<file path="config.mk">
export PLATFORM = sky130hd
export DESIGN_NAME = npc_seq_ctrl_flat
export DESIGN_NICKNAME = d
export VERILOG_FILES = /design/src/rtl/npc_pkg.sv /design/src/rtl/npc_seq_ctrl_if.sv /design/src/rtl/npc_imm_gen.sv /design/src/rtl/npc_seq_ctrl.sv /design/src/flat_wrapper.sv
export SDC_FILE = /design/constraint.sdc
export NUM_CORES = 1
export LEC_CHECK = 0
export ABC_AREA = 1
export CAP_MARGIN = 20
export CELL_PAD_IN_SITES_DETAIL_PLACEMENT = 0
export CELL_PAD_IN_SITES_GLOBAL_PLACEMENT = 1
export CORE_MARGIN = 2
export CORE_UTILIZATION = 37
export DETAILED_ROUTE_END_ITERATION = 12
export GPL_TIMING_DRIVEN = 0
export PLACE_DENSITY_LB_ADDON = 0.1
export SLEW_MARGIN = 30
export SYNTH_ARGS = -nofsm -noshare
export SYNTH_HDL_FRONTEND = slang
export SYNTH_SLANG_ARGS = --single-unit
</file>
<file path="constraint.sdc">
create_clock -name clk -period 14.1 [get_ports clk]
set_clock_uncertainty 0.1 [all_clocks]
set_input_delay 2.82 -clock clk [delete_from_list [all_inputs] [get_ports clk]]
set_output_delay 2.82 -clock clk [all_outputs]
set_load 0.02 [all_outputs]
</file>
<file path="src/rtl/npc_pkg.sv">
// Shared types and encodings for the NPC RV32 sequencer.
// Used by npc_seq_ctrl and npc_imm_gen.
package npc_pkg;

  typedef enum logic [2:0] {
    F_REQ,
    F_WAIT,
    DEC,
    EXE,
    WB,
    HALT
  } state_e;

  localparam logic [6:0] OPC_AUIPC = 7'b0010111;
  localparam logic [6:0] OPC_LUI   = 7'b0110111;
  localparam logic [6:0] OPC_JAL   = 7'b1101111;
  localparam logic [6:0] OPC_JALR  = 7'b1100111;
  localparam logic [6:0] OPC_OPIMM = 7'b0010011;

  localparam int ALU_OP_AUIPC = 0;
  localparam int ALU_OP_LUI   = 1;
  localparam int ALU_OP_JAL   = 2;
  localparam int ALU_OP_JALR  = 3;
  localparam int ALU_OP_ADDI  = 4;

  localparam logic [31:0] EBREAK_INST = 32'h0010_0073;

endpackage

</file>
<file path="src/rtl/npc_seq_ctrl_if.sv">
// Fetch, register-file and ALU signals of the NPC sequencer.
// master = sequencer side, slave = fetch/RF/ALU side.
interface npc_seq_ctrl_if;

  logic        if_req_valid;
  logic        if_req_ready;
  logic [31:0] if_addr;
  logic        if_rsp_valid;
  logic [31:0] if_rsp_inst;
  logic [4:0]  rf_raddr;
  logic [31:0] rf_rdata;
  logic        rf_we;
  logic [4:0]  rf_waddr;
  logic [31:0] rf_wdata;
  logic [31:0] alu_op;
  logic [31:0] alu_imm;
  logic [31:0] alu_src1;
  logic [31:0] alu_pc;
  logic [31:0] alu_result;
  logic [31:0] alu_next_pc;
  logic [31:0] pc;
  logic        halt;
  logic        illegal;

  modport master (
    output if_req_valid, if_addr,
    input  if_req_ready, if_rsp_valid, if_rsp_inst,
    output rf_raddr, rf_we, rf_waddr, rf_wdata,
    input  rf_rdata,
    output alu_op, alu_imm, alu_src1, alu_pc,
    input  alu_result, alu_next_pc,
    output pc, halt, illegal
  );

  modport slave (
    input  if_req_valid, if_addr,
    output if_req_ready, if_rsp_valid, if_rsp_inst,
    input  rf_raddr, rf_we, rf_waddr, rf_wdata,
    output rf_rdata,
    input  alu_op, alu_imm, alu_src1, alu_pc,
    output alu_result, alu_next_pc,
    input  pc, halt, illegal
  );

endinterface

</file>
<file path="src/rtl/npc_imm_gen.sv">
// Combinational decode: instruction word -> immediate, one-hot ALU op,
// illegal flag. EBREAK decodes as legal with no ALU op.
module npc_imm_gen
  import npc_pkg::*;
(
  input  logic [31:0] ir_i,
  output logic [31:0] imm_o,
  output logic [31:0] alu_op_o,
  output logic        illegal_o
);

  logic [6:0]  opc;
  logic [2:0]  f3;
  logic [31:0] imm_u;
  logic [31:0] imm_i;
  logic [31:0] imm_j;
  logic        is_auipc;
  logic        is_lui;
  logic        is_jal;
  logic        is_jalr;
  logic        is_addi;
  logic        is_ebrk;

  assign opc = ir_i[6:0];
  assign f3  = ir_i[14:12];

  assign imm_u = {ir_i[31:12], 12'b0};
  assign imm_i = {{20{ir_i[31]}}, ir_i[31:20]};
  assign imm_j = {{11{ir_i[31]}}, ir_i[31], ir_i[19:12],
                  ir_i[20], ir_i[30:21], 1'b0};

  assign is_auipc = opc == OPC_AUIPC;
  assign is_lui   = opc == OPC_LUI;
  assign is_jal   = opc == OPC_JAL;
  assign is_jalr  = opc == OPC_JALR && f3 == 3'b000;
  assign is_addi  = opc == OPC_OPIMM && f3 == 3'b000;
  assign is_ebrk  = ir_i == EBREAK_INST;

  always_comb begin
    imm_o     = '0;
    alu_op_o  = '0;
    illegal_o = 1'b0;
    unique case (1'b1)
      is_auipc: begin
        imm_o = imm_u;
        alu_op_o[ALU_OP_AUIPC] = 1'b1;
      end
      is_lui: begin
        imm_o = imm_u;
        alu_op_o[ALU_OP_LUI] = 1'b1;
      end
      is_jal: begin
        imm_o = imm_j;
        alu_op_o[ALU_OP_JAL] = 1'b1;
      end
      is_jalr: begin
        imm_o = imm_i;
        alu_op_o[ALU_OP_JALR] = 1'b1;
      end
      is_addi: begin
        imm_o = imm_i;
        alu_op_o[ALU_OP_ADDI] = 1'b1;
      end
      is_ebrk: begin
      end
      default: illegal_o = 1'b1;
    endcase
  end

endmodule

</file>
<file path="src/rtl/npc_seq_ctrl.sv">
// Multi-cycle fetch/decode/execute/writeback sequencer for the NPC ALU.
// Optional NPC_RETIRE_CNT_EN adds retire_cnt/retire_pc outputs.
module npc_seq_ctrl
  import npc_pkg::*;
#(
  parameter logic [31:0] RESET_PC  = 32'h8000_0000,
  parameter int unsigned FETCH_TMO = 16
) (
  input  logic clk,
  input  logic rst,
  npc_seq_ctrl_if.master bus
`ifdef NPC_RETIRE_CNT_EN
  ,
  output logic [63:0] retire_cnt,
  output logic [31:0] retire_pc
`endif
);

  localparam logic [31:0] TMO_LAST = FETCH_TMO - 1;

  state_e      state_q;
  logic [31:0] pc_q;
  logic [31:0] ir_q;
  logic [31:0] src1_q;
  logic [31:0] imm_q;
  logic [31:0] op_q;
  logic [31:0] res_q;
  logic [31:0] tgt_q;
  logic        we_q;
  logic        halt_q;
  logic        illegal_q;
  logic [31:0] tmo_q;

  logic [31:0] dec_imm;
  logic [31:0] dec_op;
  logic        dec_ill;
  logic [31:0] pc_d;

  npc_imm_gen u_imm_gen (
    .ir_i      (ir_q),
    .imm_o     (dec_imm),
    .alu_op_o  (dec_op),
    .illegal_o (dec_ill)
  );

  always_comb begin
    pc_d = pc_q + 32'd4;
    if (op_q[ALU_OP_JAL])
      pc_d = tgt_q;
    else if (op_q[ALU_OP_JALR])
      pc_d = tgt_q & ~32'h1;
  end

  always_ff @(posedge clk or posedge rst) begin
    if (rst) begin
      state_q   <= F_REQ;
      pc_q      <= RESET_PC;
      ir_q      <= '0;
      src1_q    <= '0;
      imm_q     <= '0;
      op_q      <= '0;
      res_q     <= '0;
      tgt_q     <= '0;
      we_q      <= 1'b0;
      halt_q    <= 1'b0;
      illegal_q <= 1'b0;
      tmo_q     <= '0;
    end else begin
      unique case (state_q)
        F_REQ: begin
          if (bus.if_req_ready) begin
            tmo_q   <= '0;
            state_q <= F_WAIT;
          end
        end
        F_WAIT: begin
          if (bus.if_rsp_valid) begin
            ir_q    <= bus.if_rsp_inst;
            state_q <= DEC;
          end else if (FETCH_TMO != 0 && tmo_q == TMO_LAST) begin
            illegal_q <= 1'b1;
            halt_q    <= 1'b1;
            state_q   <= HALT;
          end else begin
            tmo_q <= tmo_q + 32'd1;
          end
        end
        DEC: begin
          src1_q <= (ir_q[19:15] == 5'd0) ? 32'd0 : bus.rf_rdata;
          imm_q  <= dec_imm;
          if (ir_q == EBREAK_INST) begin
            halt_q  <= 1'b1;
            state_q <= HALT;
          end else if (dec_ill) begin
            illegal_q <= 1'b1;
            halt_q    <= 1'b1;
            state_q   <= HALT;
          end else begin
            op_q    <= dec_op;
            state_q <= EXE;
          end
        end
        EXE: begin
          res_q   <= bus.alu_result;
          tgt_q   <= bus.alu_next_pc;
          we_q    <= ir_q[11:7] != 5'd0;
          state_q <= WB;
        end
        WB: begin
          we_q    <= 1'b0;
          op_q    <= '0;
          pc_q    <= pc_d;
          state_q <= F_REQ;
        end
        HALT: begin
        end
        default: state_q <= HALT;
      endcase
    end
  end

`ifdef NPC_RETIRE_CNT_EN
  logic [63:0] retire_cnt_q;
  logic [31:0] retire_pc_q;

  always_ff @(posedge clk or posedge rst) begin
    if (rst) begin
      retire_cnt_q <= '0;
      retire_pc_q  <= '0;
    end else if (state_q == WB) begin
      retire_cnt_q <= retire_cnt_q + 64'd1;
      retire_pc_q  <= pc_q;
    end
  end

  assign retire_cnt = retire_cnt_q;
  assign retire_pc  = retire_pc_q;
`endif

  // Request is a pure function of state, masked while reset is held.
  assign bus.if_req_valid = (state_q == F_REQ) && !rst;
  assign bus.if_addr      = pc_q;
  assign bus.rf_raddr     = ir_q[19:15];
  assign bus.rf_we        = we_q;
  assign bus.rf_waddr     = ir_q[11:7];
  assign bus.rf_wdata     = res_q;
  assign bus.alu_op       = op_q;
  assign bus.alu_imm      = imm_q;
  assign bus.alu_src1     = src1_q;
  assign bus.alu_pc       = pc_q;
  assign bus.pc           = pc_q;
  assign bus.halt         = halt_q;
  assign bus.illegal      = illegal_q;

endmodule

</file>
<file path="src/flat_wrapper.sv">
// flat-port wrapper written by rule: the top's interface ports become plain ports
module npc_seq_ctrl_flat import npc_pkg::*;
#(
  parameter logic [31:0] RESET_PC  = 32'h8000_0000,
  parameter int unsigned FETCH_TMO = 16
)
  (clk, rst, bus_if_req_valid, bus_if_addr, bus_if_req_ready, bus_if_rsp_valid, bus_if_rsp_inst, bus_rf_raddr, bus_rf_we, bus_rf_waddr, bus_rf_wdata, bus_rf_rdata, bus_alu_op, bus_alu_imm, bus_alu_src1, bus_alu_pc, bus_alu_result, bus_alu_next_pc, bus_pc, bus_halt, bus_illegal);
  npc_seq_ctrl_if bus_i ();
  input  logic clk;
  input  logic rst;
  output wire logic [$bits(bus_i.if_req_valid)-1:0] bus_if_req_valid;
  output wire logic [$bits(bus_i.if_addr)-1:0] bus_if_addr;
  input wire logic [$bits(bus_i.if_req_ready)-1:0] bus_if_req_ready;
  input wire logic [$bits(bus_i.if_rsp_valid)-1:0] bus_if_rsp_valid;
  input wire logic [$bits(bus_i.if_rsp_inst)-1:0] bus_if_rsp_inst;
  output wire logic [$bits(bus_i.rf_raddr)-1:0] bus_rf_raddr;
  output wire logic [$bits(bus_i.rf_we)-1:0] bus_rf_we;
  output wire logic [$bits(bus_i.rf_waddr)-1:0] bus_rf_waddr;
  output wire logic [$bits(bus_i.rf_wdata)-1:0] bus_rf_wdata;
  input wire logic [$bits(bus_i.rf_rdata)-1:0] bus_rf_rdata;
  output wire logic [$bits(bus_i.alu_op)-1:0] bus_alu_op;
  output wire logic [$bits(bus_i.alu_imm)-1:0] bus_alu_imm;
  output wire logic [$bits(bus_i.alu_src1)-1:0] bus_alu_src1;
  output wire logic [$bits(bus_i.alu_pc)-1:0] bus_alu_pc;
  input wire logic [$bits(bus_i.alu_result)-1:0] bus_alu_result;
  input wire logic [$bits(bus_i.alu_next_pc)-1:0] bus_alu_next_pc;
  output wire logic [$bits(bus_i.pc)-1:0] bus_pc;
  output wire logic [$bits(bus_i.halt)-1:0] bus_halt;
  output wire logic [$bits(bus_i.illegal)-1:0] bus_illegal;
  assign bus_if_req_valid = bus_i.if_req_valid;
  assign bus_if_addr = bus_i.if_addr;
  assign bus_i.if_req_ready = bus_if_req_ready;
  assign bus_i.if_rsp_valid = bus_if_rsp_valid;
  assign bus_i.if_rsp_inst = bus_if_rsp_inst;
  assign bus_rf_raddr = bus_i.rf_raddr;
  assign bus_rf_we = bus_i.rf_we;
  assign bus_rf_waddr = bus_i.rf_waddr;
  assign bus_rf_wdata = bus_i.rf_wdata;
  assign bus_i.rf_rdata = bus_rf_rdata;
  assign bus_alu_op = bus_i.alu_op;
  assign bus_alu_imm = bus_i.alu_imm;
  assign bus_alu_src1 = bus_i.alu_src1;
  assign bus_alu_pc = bus_i.alu_pc;
  assign bus_i.alu_result = bus_alu_result;
  assign bus_i.alu_next_pc = bus_alu_next_pc;
  assign bus_pc = bus_i.pc;
  assign bus_halt = bus_i.halt;
  assign bus_illegal = bus_i.illegal;
  npc_seq_ctrl #(.RESET_PC(RESET_PC), .FETCH_TMO(FETCH_TMO)) u_core (.clk(clk), .rst(rst), .bus(bus_i));
endmodule
</file>
# After elaboration in Yosys (flattened, before gate mapping)
# Cells that the tools add are included.
# word_totals
ff_bits	262
in_bits	132
output_inout_bits	238
elab_cells	87
# classes
addsub	2
eq_ne	21
n_mux	30
bitwise	1
n_reduce_logical	21
# op_table
operator	count
32-bit two-way mux	8
32-bit case mux with 2 select lines	2
32-bit case mux with 3 select lines	1
32-bit by 1-bit adder with 32-bit output, second input constant	1
32-bit by 3-bit adder with 32-bit output, second input constant	1
32-bit by 21-bit == test with 1-bit output, second input constant	1
32-bit by 4-bit == test with 1-bit output, second input constant	1
3-bit case mux with 6 select lines	1
3-bit two-way mux	5
7-bit by 5-bit == test with 1-bit output, second input constant	2
7-bit == test, second input constant	2
2-bit inequality test, second input constant	6
1-bit two-way mux	10
4-bit AND reduction	2
2-bit nonzero test	4
7-bit by 6-bit == test with 1-bit output, second input constant	1
3-bit by 2-bit == test with 1-bit output, second input constant	2
3-bit == test, second input constant	2
3-bit zero test	2
1-bit case mux with 2 select lines	3
3-bit AND reduction	2
6-bit OR reduction	1
5-bit zero test	1
5-bit AND reduction	1
10 further kinds	13

# Depth between registers and ports, before layout
# Gate-level depths: netlist of run 1.
# depth
ltp_word	6
depth_mapped	11
mapped_depth_nobuf	11

# Cells and area by module
# Synthesis of run 1 repeated with hierarchy kept, for this count alone.
# hier_totals
cells_unflattened	1869
hier_area_um2	13729.4
# modules_own_cells
module	n_inst	cells_per_inst	area_each_um2	seq_area_each_um2
npc_seq_ctrl	1	1712	12947.4	6557.5
npc_imm_gen	1	157	782.0	0.0

# Least setup slack after synthesis of run 1
# No wires, ideal clock.
# synth_timing
kind	input port to output port
from	input port rst
to	output port bus_if_req_valid
arrival_ns	3.113
required_time_ns	11.180
setup_slack_ns	8.067
path_stages	1
n_path_buf	0
cell_sequence	nor2_1
# synth_between
elab_chain_cells	2
# synth_lines
item	line_no	rtl
start: declaration	flat_wrapper.sv:10	input logic rst;
1-bit zero test (no line)	--	
1-bit logical AND	npc_seq_ctrl.sv:141	assign bus.if_req_valid = (state_q == F_REQ) && !rst;
end: declaration	flat_wrapper.sv:11	output wire logic [$bits(bus_i.if_req_valid)-1:0] bus_if_req_valid;
# Every way passes these cells.

# Worst setup path in the final report of run 1
# Same ends and word-level chain as after synthesis.

==> impl_metrics.tcl, run 1 <==
set metrics [dict create \
    wirelength_microns 41810 \
    powerDensity_nw_per_um2 167.6 \
    syn_to_final_growth_pct 41.26 \
    htree_levels 1 \
    cts.path.max_buffers 3 \
    start_util_pct 37.38 \
    drive_gt1_share_pct 13.27 \
    hold_depth 1 \
    final_common_cell "nand2_1" \
    worstMarginPinSlew_ns 0.7010 \
    r2r_cells 10 \
    leakage_nw 8.177 \
    pwr-share-clk_pct 24.9 \
    hold_violations 0 \
    cts_resized 0 \
    fin_crit_ns 7.001 \
    vias 11710 \
    ctsRootBufferMaster "clkbuf_16" \
    die-area_sq_um 35100 \
    gr-usage-all-layers_pct 23.86 \
    cts_setup_buffers 0 \
    maxCapViolations 0 \
    die_h_microns 187.4 \
    core_area_sq_um 33280 \
    drt_pass1_iterations 5 \
    synthFlopType "dfrtp_1" \
    critPathMaxFanout 2 \
    p_comb_share_pct 40.2 \
    vias_per_cell 4.700 \
    relSlewSlack_pct 53.27 \
    clkTransAtPathRegs_ns 0.06 \
    postSynthCellCount 1621 \
    postSynthAreaPerCell_sq_um 7.674 \
    status "completed" \
    drc_errors 0 \
    yosys_warnings 0 \
    stdcell_count 2492 \
    dp.cells 2440 \
    cts_tree "built" \
    overflow 0 \
    p_seq_share_pct 34.8 \
    grt_start_max_net_pins 87 \
    die_w_microns 187.4 \
    clock_latency_ns 0.57 \
    nFillCells 3290 \
    setup-tns-final_ns 0 \
    async_reset_ff_share_pct 100.0 \
    final_antenna_net_count 0 \
    most-common-layout-cells "nand2_1 (547), clkdlybuf4s50_1 (342), dfrtp_1 (234), nor2_1 (177), nand3_1 (127)" \
    synth_area_sq_um 12440 \
    hold_buffers 0 \
    routabilityCongestion 0.8897 \
    cts.sinks 235 \
    ys_types 47 \
    required_ns 11.18 \
    layout.nets 2156 \
    drtIter0Drc 735 \
    ys_seq_elements 235 \
    port_buffers 342 \
    drv_slew 0 \
    power.net_switching_mw 1.112 \
    cts_buffers 28 \
    antenna_found_initial 3 \
    synth_edf_count 0 \
    wl_per_cell_microns 16.78 \
    vdd_ir_drop_max_uv 117.2 \
    rsz0062_at_grt "false" \
    setup_viol 0 \
    place_area_sq_um 16610 \
    hold_class "flip-flop to flip-flop" \
    arrival_ns 4.08 \
    grt_pass1_wl_microns 66020 \
    switching_share_pct 37.75 \
    p_int_mw 1.834 \
    place_hpwl_microns 32210 \
    crit_type "input port to primary output" \
    ys_seq_area_share_pct 47.28 \
    finalCritPeriodShare_pct 49.65 \
    pin_count 370 \
    rows 67 \
    max_freq_mhz 142.8 \
    worstSetupEndpointType "primary output" \
    grt_pass1_vias 11740 \
    finalInstanceArea_sq_um 17570 \
    start_kind "input port" \
]
## cell families (layout without fill, tap and decap cells)
| group | Yosys count | in the layout | share of synthesized area, % |
|---|---|---|---|
| and+or+nand+nor | 933 | 933 | 31.32 |
| buffers and inverters | 276 | 671 | 12.40 |
| DFF | 235 | 235 | 47.28 |
| AOI/OAI and AO/OA | 160 | 160 | 7.574 |
| muxes | 10 | 10 | 0.9053 |
| xor gates and xnor gates | 4 | 4 | 0.2817 |
| adders and majority gates | 2 | 2 | 0.2011 |
| other | 1 | 29 | 0.03015 |
## synthesized netlist by cell type (all sizes together), types with 3 or more instances
master,number,area [sq um]
o22ai,3,18.77
a211oi,5,37.54
o21ai,93,570.6
or2,12,75.07
a21oi,52,260.3
nor2,184,718.2
xor2,3,26.28
clkbuf,22,82.58
mux2,10,112.6
nand2,561,2141
nor3,23,130.1
nand3,133,703.2
inv,114,427.9
buf,138,1023
nand4,14,87.58
dfrtp,234,5856
## stage by stage
step                      total power, mW  hold WS, ns  utilization (%)  setup WS, ns
after floorplan                     1.690       0.3367                -         4.735
after global placement              2.213       0.3401            49.64         1.046
after detailed placement            2.227       0.3481            49.91         7.080
after CTS                           2.981       0.3613            52.78         7.078
after global routing                3.129       0.3832            52.80         7.040
final                               2.946       0.3566            52.80         7.099
## area by class of cell
type                       count  area (sq um)  share of cell area [%]
timing repair buffer         345          3506                   19.95
clock inverter                 6         85.08                  0.4842
sequential                   235          5882                   33.47
antenna                        2         5.005                 0.02848
multi-input combinational   1136          5112                   29.09
buffer                       160          1106                   6.294
tap                          448         560.5                   3.190
inverter                     116         444.2                   2.528
clock buffer                  44         870.8                   4.956
## sequential cells by signal, summed over array words and instances (netlist names), 3 cells and up
register,flops
u_core.bus.alu_pc,32
u_core.ir_q,32
u_core.tgt_q,32
u_core.bus.rf_wdata,32
u_core.bus.alu_op,5
u_core.bus.alu_src1,32
u_core.bus.alu_imm,32
u_core.tmo_q,32
u_core.state_q,3
## power by group through the flow
stage / Clock, mW / Sequential, mW / Combinational (mW)
2_1_floorplan: 0 / 1.14 / 0.546
3_3_place_gp: 0 / 1.03 / 1.19
3_5_place_dp: 0 / 1.03 / 1.20
4_1_cts: 0.754 / 1.03 / 1.20
5_1_grt: 0.779 / 1.06 / 1.29
6_report: 0.734 / 1.03 / 1.19
## worst max-delay path, stage by stage
cell and delay, ns:
clkdlybuf4s50_1 0.50, nor2_1 0.14, clkdlybuf4s50_1 0.61
## path summary, 6_finish.rpt
kind | start | to | slack [ns]
worst min-delay path | u_core.bus.halt$_DFFE_PP0P_ | u_core.bus.halt$_DFFE_PP0P_ | 0.36
max in group asynchronous | rst | u_core.bus.alu_imm[13]$_DFFE_PP0P_ | 10.25
worst min register to register | u_core.bus.halt$_DFFE_PP0P_ | u_core.bus.halt$_DFFE_PP0P_ | 0.36
min in group asynchronous | rst | u_core.ir_q[11]$_DFFE_PP0P_ | 2.53
worst max register to register | u_core.bus.alu_pc[3]$_DFFE_PP0P_ | u_core.bus.alu_pc[18]$_DFFE_PP0P_ | 11.90
worst max-delay path | rst | bus_if_req_valid | 7.10
## layer usage
layer	vias to the layer above	global-route usage (%)	part of all wire (%)
li1	5820	-	-
met5	-	0	0.031
met1	5462	30.15	42
met3	51	6.567	8.0
met2	378	40.13	47
met4	2	6.532	2.5
(Power assumes the default switching activity.)
==> run 2: changes to the inputs <==
--- a/config.mk
+++ b/config.mk
@@ -10,7 +10,7 @@
 export CELL_PAD_IN_SITES_DETAIL_PLACEMENT = 0
 export CELL_PAD_IN_SITES_GLOBAL_PLACEMENT = 1
 export CORE_MARGIN = 2
-export CORE_UTILIZATION = 37
+export CORE_UTILIZATION = 31
 export DETAILED_ROUTE_END_ITERATION = 12
 export GPL_TIMING_DRIVEN = 0
 export PLACE_DENSITY_LB_ADDON = 0.1
==> constraint.sdc (replaced) <==
create_clock -name clk -period 6.39 [get_ports clk]
set_clock_uncertainty 0.1 [all_clocks]
set_input_delay 1.278 -clock clk [delete_from_list [all_inputs] [get_ports clk]]
set_output_delay 1.278 -clock clk [all_outputs]
set_load 0.02 [all_outputs]
==> run 2 against run 1 <==
Net effect:
- via count rose by 0.14%
- setup slack got worse by 4.5 ns
- clock power rose by 120%
- design area rose by 1.1%
- first-iteration DRC count fell by 13%
- count of clock-buffer cells in the layout fell by 7
- worst hold slack improved by 0.0079 ns
==> impl_metrics.tcl, run 2 (synthesized netlist as in run 1, its figures left out) <==
set metrics [dict create \
    status "completed" \
    required_ns 5.01 \
    most-common-layout-cells "nand2_1 (547), clkdlybuf4s50_1 (342), dfrtp_1 (234), nor2_1 (177), nand3_1 (127)" \
    grt_pass1_wl_microns 67970 \
    hold_violations 0 \
    max_freq_mhz 260.4 \
    wl_per_cell_microns 17.00 \
    clkTransAtPathRegs_ns 0.06 \
    critPathMaxFanout 2 \
    drt_pass1_iterations 8 \
    holdWs_ns 0.3644 \
    antenna_found_initial 3 \
    cp-startpoint "rst" \
    layout.nets 2163 \
    cts_resized 0 \
    htree_levels 1 \
    wirelength_microns 43810 \
    pin_count 370 \
    final_antenna_net_count 0 \
    worstSetupEndpointType "primary output" \
    port_buffers 342 \
    relSlewSlack_pct 51.39 \
    final_common_cell "nand2_1" \
    core_area_sq_um 39640 \
    overflow 0 \
    syn_to_final_growth_pct 42.84 \
    drive_gt1_share_pct 13.56 \
    drv_slew 0 \
    place_ws_ns 2.549 \
    setup_ws_ns 2.550 \
    worstMarginPinSlew_ns 0.7292 \
    vdd_ir_drop_max_uv 222.6 \
    routabilityCongestion 0.8904 \
    setup-tns-final_ns 0 \
    place_hpwl_microns 34250 \
    powerDensity_nw_per_um2 366.4 \
    rsz0062_at_grt "false" \
    arrival_ns 2.46 \
    die_w_microns 204.3 \
    clock_latency_ns 0.58 \
    gr-usage-all-layers_pct 20.98 \
    drtIter0Drc 637 \
    start_util_pct 31.38 \
    rr_startpoint "u_core.tmo_q[0]$_DFFE_PP0P_" \
    die-area_sq_um 41740 \
    leakage_nw 8.229 \
    cts_setup_buffers 0 \
    holdCritStartpoint "u_core.bus.illegal$_DFFE_PP0P_" \
    maxCapViolations 0 \
    cts.path.max_buffers 3 \
    cts_tree "built" \
    vias 11730 \
    ctsRootBufferMaster "clkbuf_16" \
    drc_errors 0 \
    fin_crit_ns 3.840 \
    vias_per_cell 4.551 \
    cts.sinks 235 \
    crit_type "input port to primary output" \
    grt_pass1_vias 11690 \
    die_h_microns 204.3 \
    grt_start_max_net_pins 28 \
    setup_viol 0 \
    hold_buffers 0 \
    finalCritPeriodShare_pct 60.10 \
    rows 73 \
    hold_class "flip-flop to flip-flop" \
    cts_buffers 28 \
    start_kind "input port" \
]
[run 2: cell types whose count changed in the layout (fill, tap and decap cells not counted), sizes merged]
cell / previous run / this run
bufinv: 1 / 2
clkbuf: 66 / 59
clkinv: 5 / 13
buf: 141 / 148
inv: 114 / 113
[run 2: per-stage QoR]
step                total power [mW]  instance area, sq um  util [%]  instances
floorplan                      3.729                 12540         -       1647
global placement               4.920                 16620     41.93       2514
detailed placement             4.953                 16850     42.51       2524
CTS                            6.600                 17760     44.81       2575
global route                   6.919                 17770     44.82       2577
finish                         6.510                 17770     44.82       2577
[run 2: final timing paths]
check                           slack [ns]  cells past startpoint                             endpoint
worst max-delay path                  2.55                      3                     bus_if_req_valid
worst min-delay path                  0.36                      2       u_core.bus.illegal$_DFFE_PP0P_
worst max register to register        4.21                      8         u_core.tmo_q[14]$_DFFE_PP0P_
worst min register to register        0.36                      2       u_core.bus.illegal$_DFFE_PP0P_
max in group asynchronous             4.08                      6  u_core.bus.rf_wdata[12]$_DFFE_PP0P_
min in group asynchronous             0.99                      2         u_core.tmo_q[21]$_DFFE_PP0P_
[run 2: layout make-up]
class / instances / area [sq um]
Inverter: 116 / 440.4
Multi-Input combinational cell: 1136 / 5112
Antenna cell: 2 / 5.005
Buffer: 160 / 1106
Tap cell: 525 / 656.9
Clock buffer: 37 / 764.5
Timing Repair Buffer: 352 / 3654
Clock inverter: 14 / 147.6
Sequential cell: 235 / 5882
Fill cell: 4045 / 21870
[run 2: routing by layer]
metal	vias to the layer above	routed length [microns]	global-route usage [%]	part of all wire (%)
met3	48	3852	7.239	8.8
met5	-	16	0	0.037
met2	344	20360	33.75	46
met4	2	935	4.891	2.1
li1	5818	-	-	-
met1	5517	18650	27.09	43
[run 2: power by group]
| part | leakage, nW | switching, mW | internal, mW | total (mW) |
|---|---|---|---|---|
| registers | 2.95 | 0.310 | 1.96 | 2.27 |
| logic | 4.83 | 1.52 | 1.13 | 2.64 |
| clock network | 0.453 | 0.677 | 0.923 | 1.60 |
| total | 8.23 | 2.50 | 4.01 | 6.51 |
[run 2: worst max-delay path, cell delays in order]
cell and delay, ns:
clkdlybuf4s50_1 0.46, nor2_1 0.12, clkdlybuf4s50_1 0.61
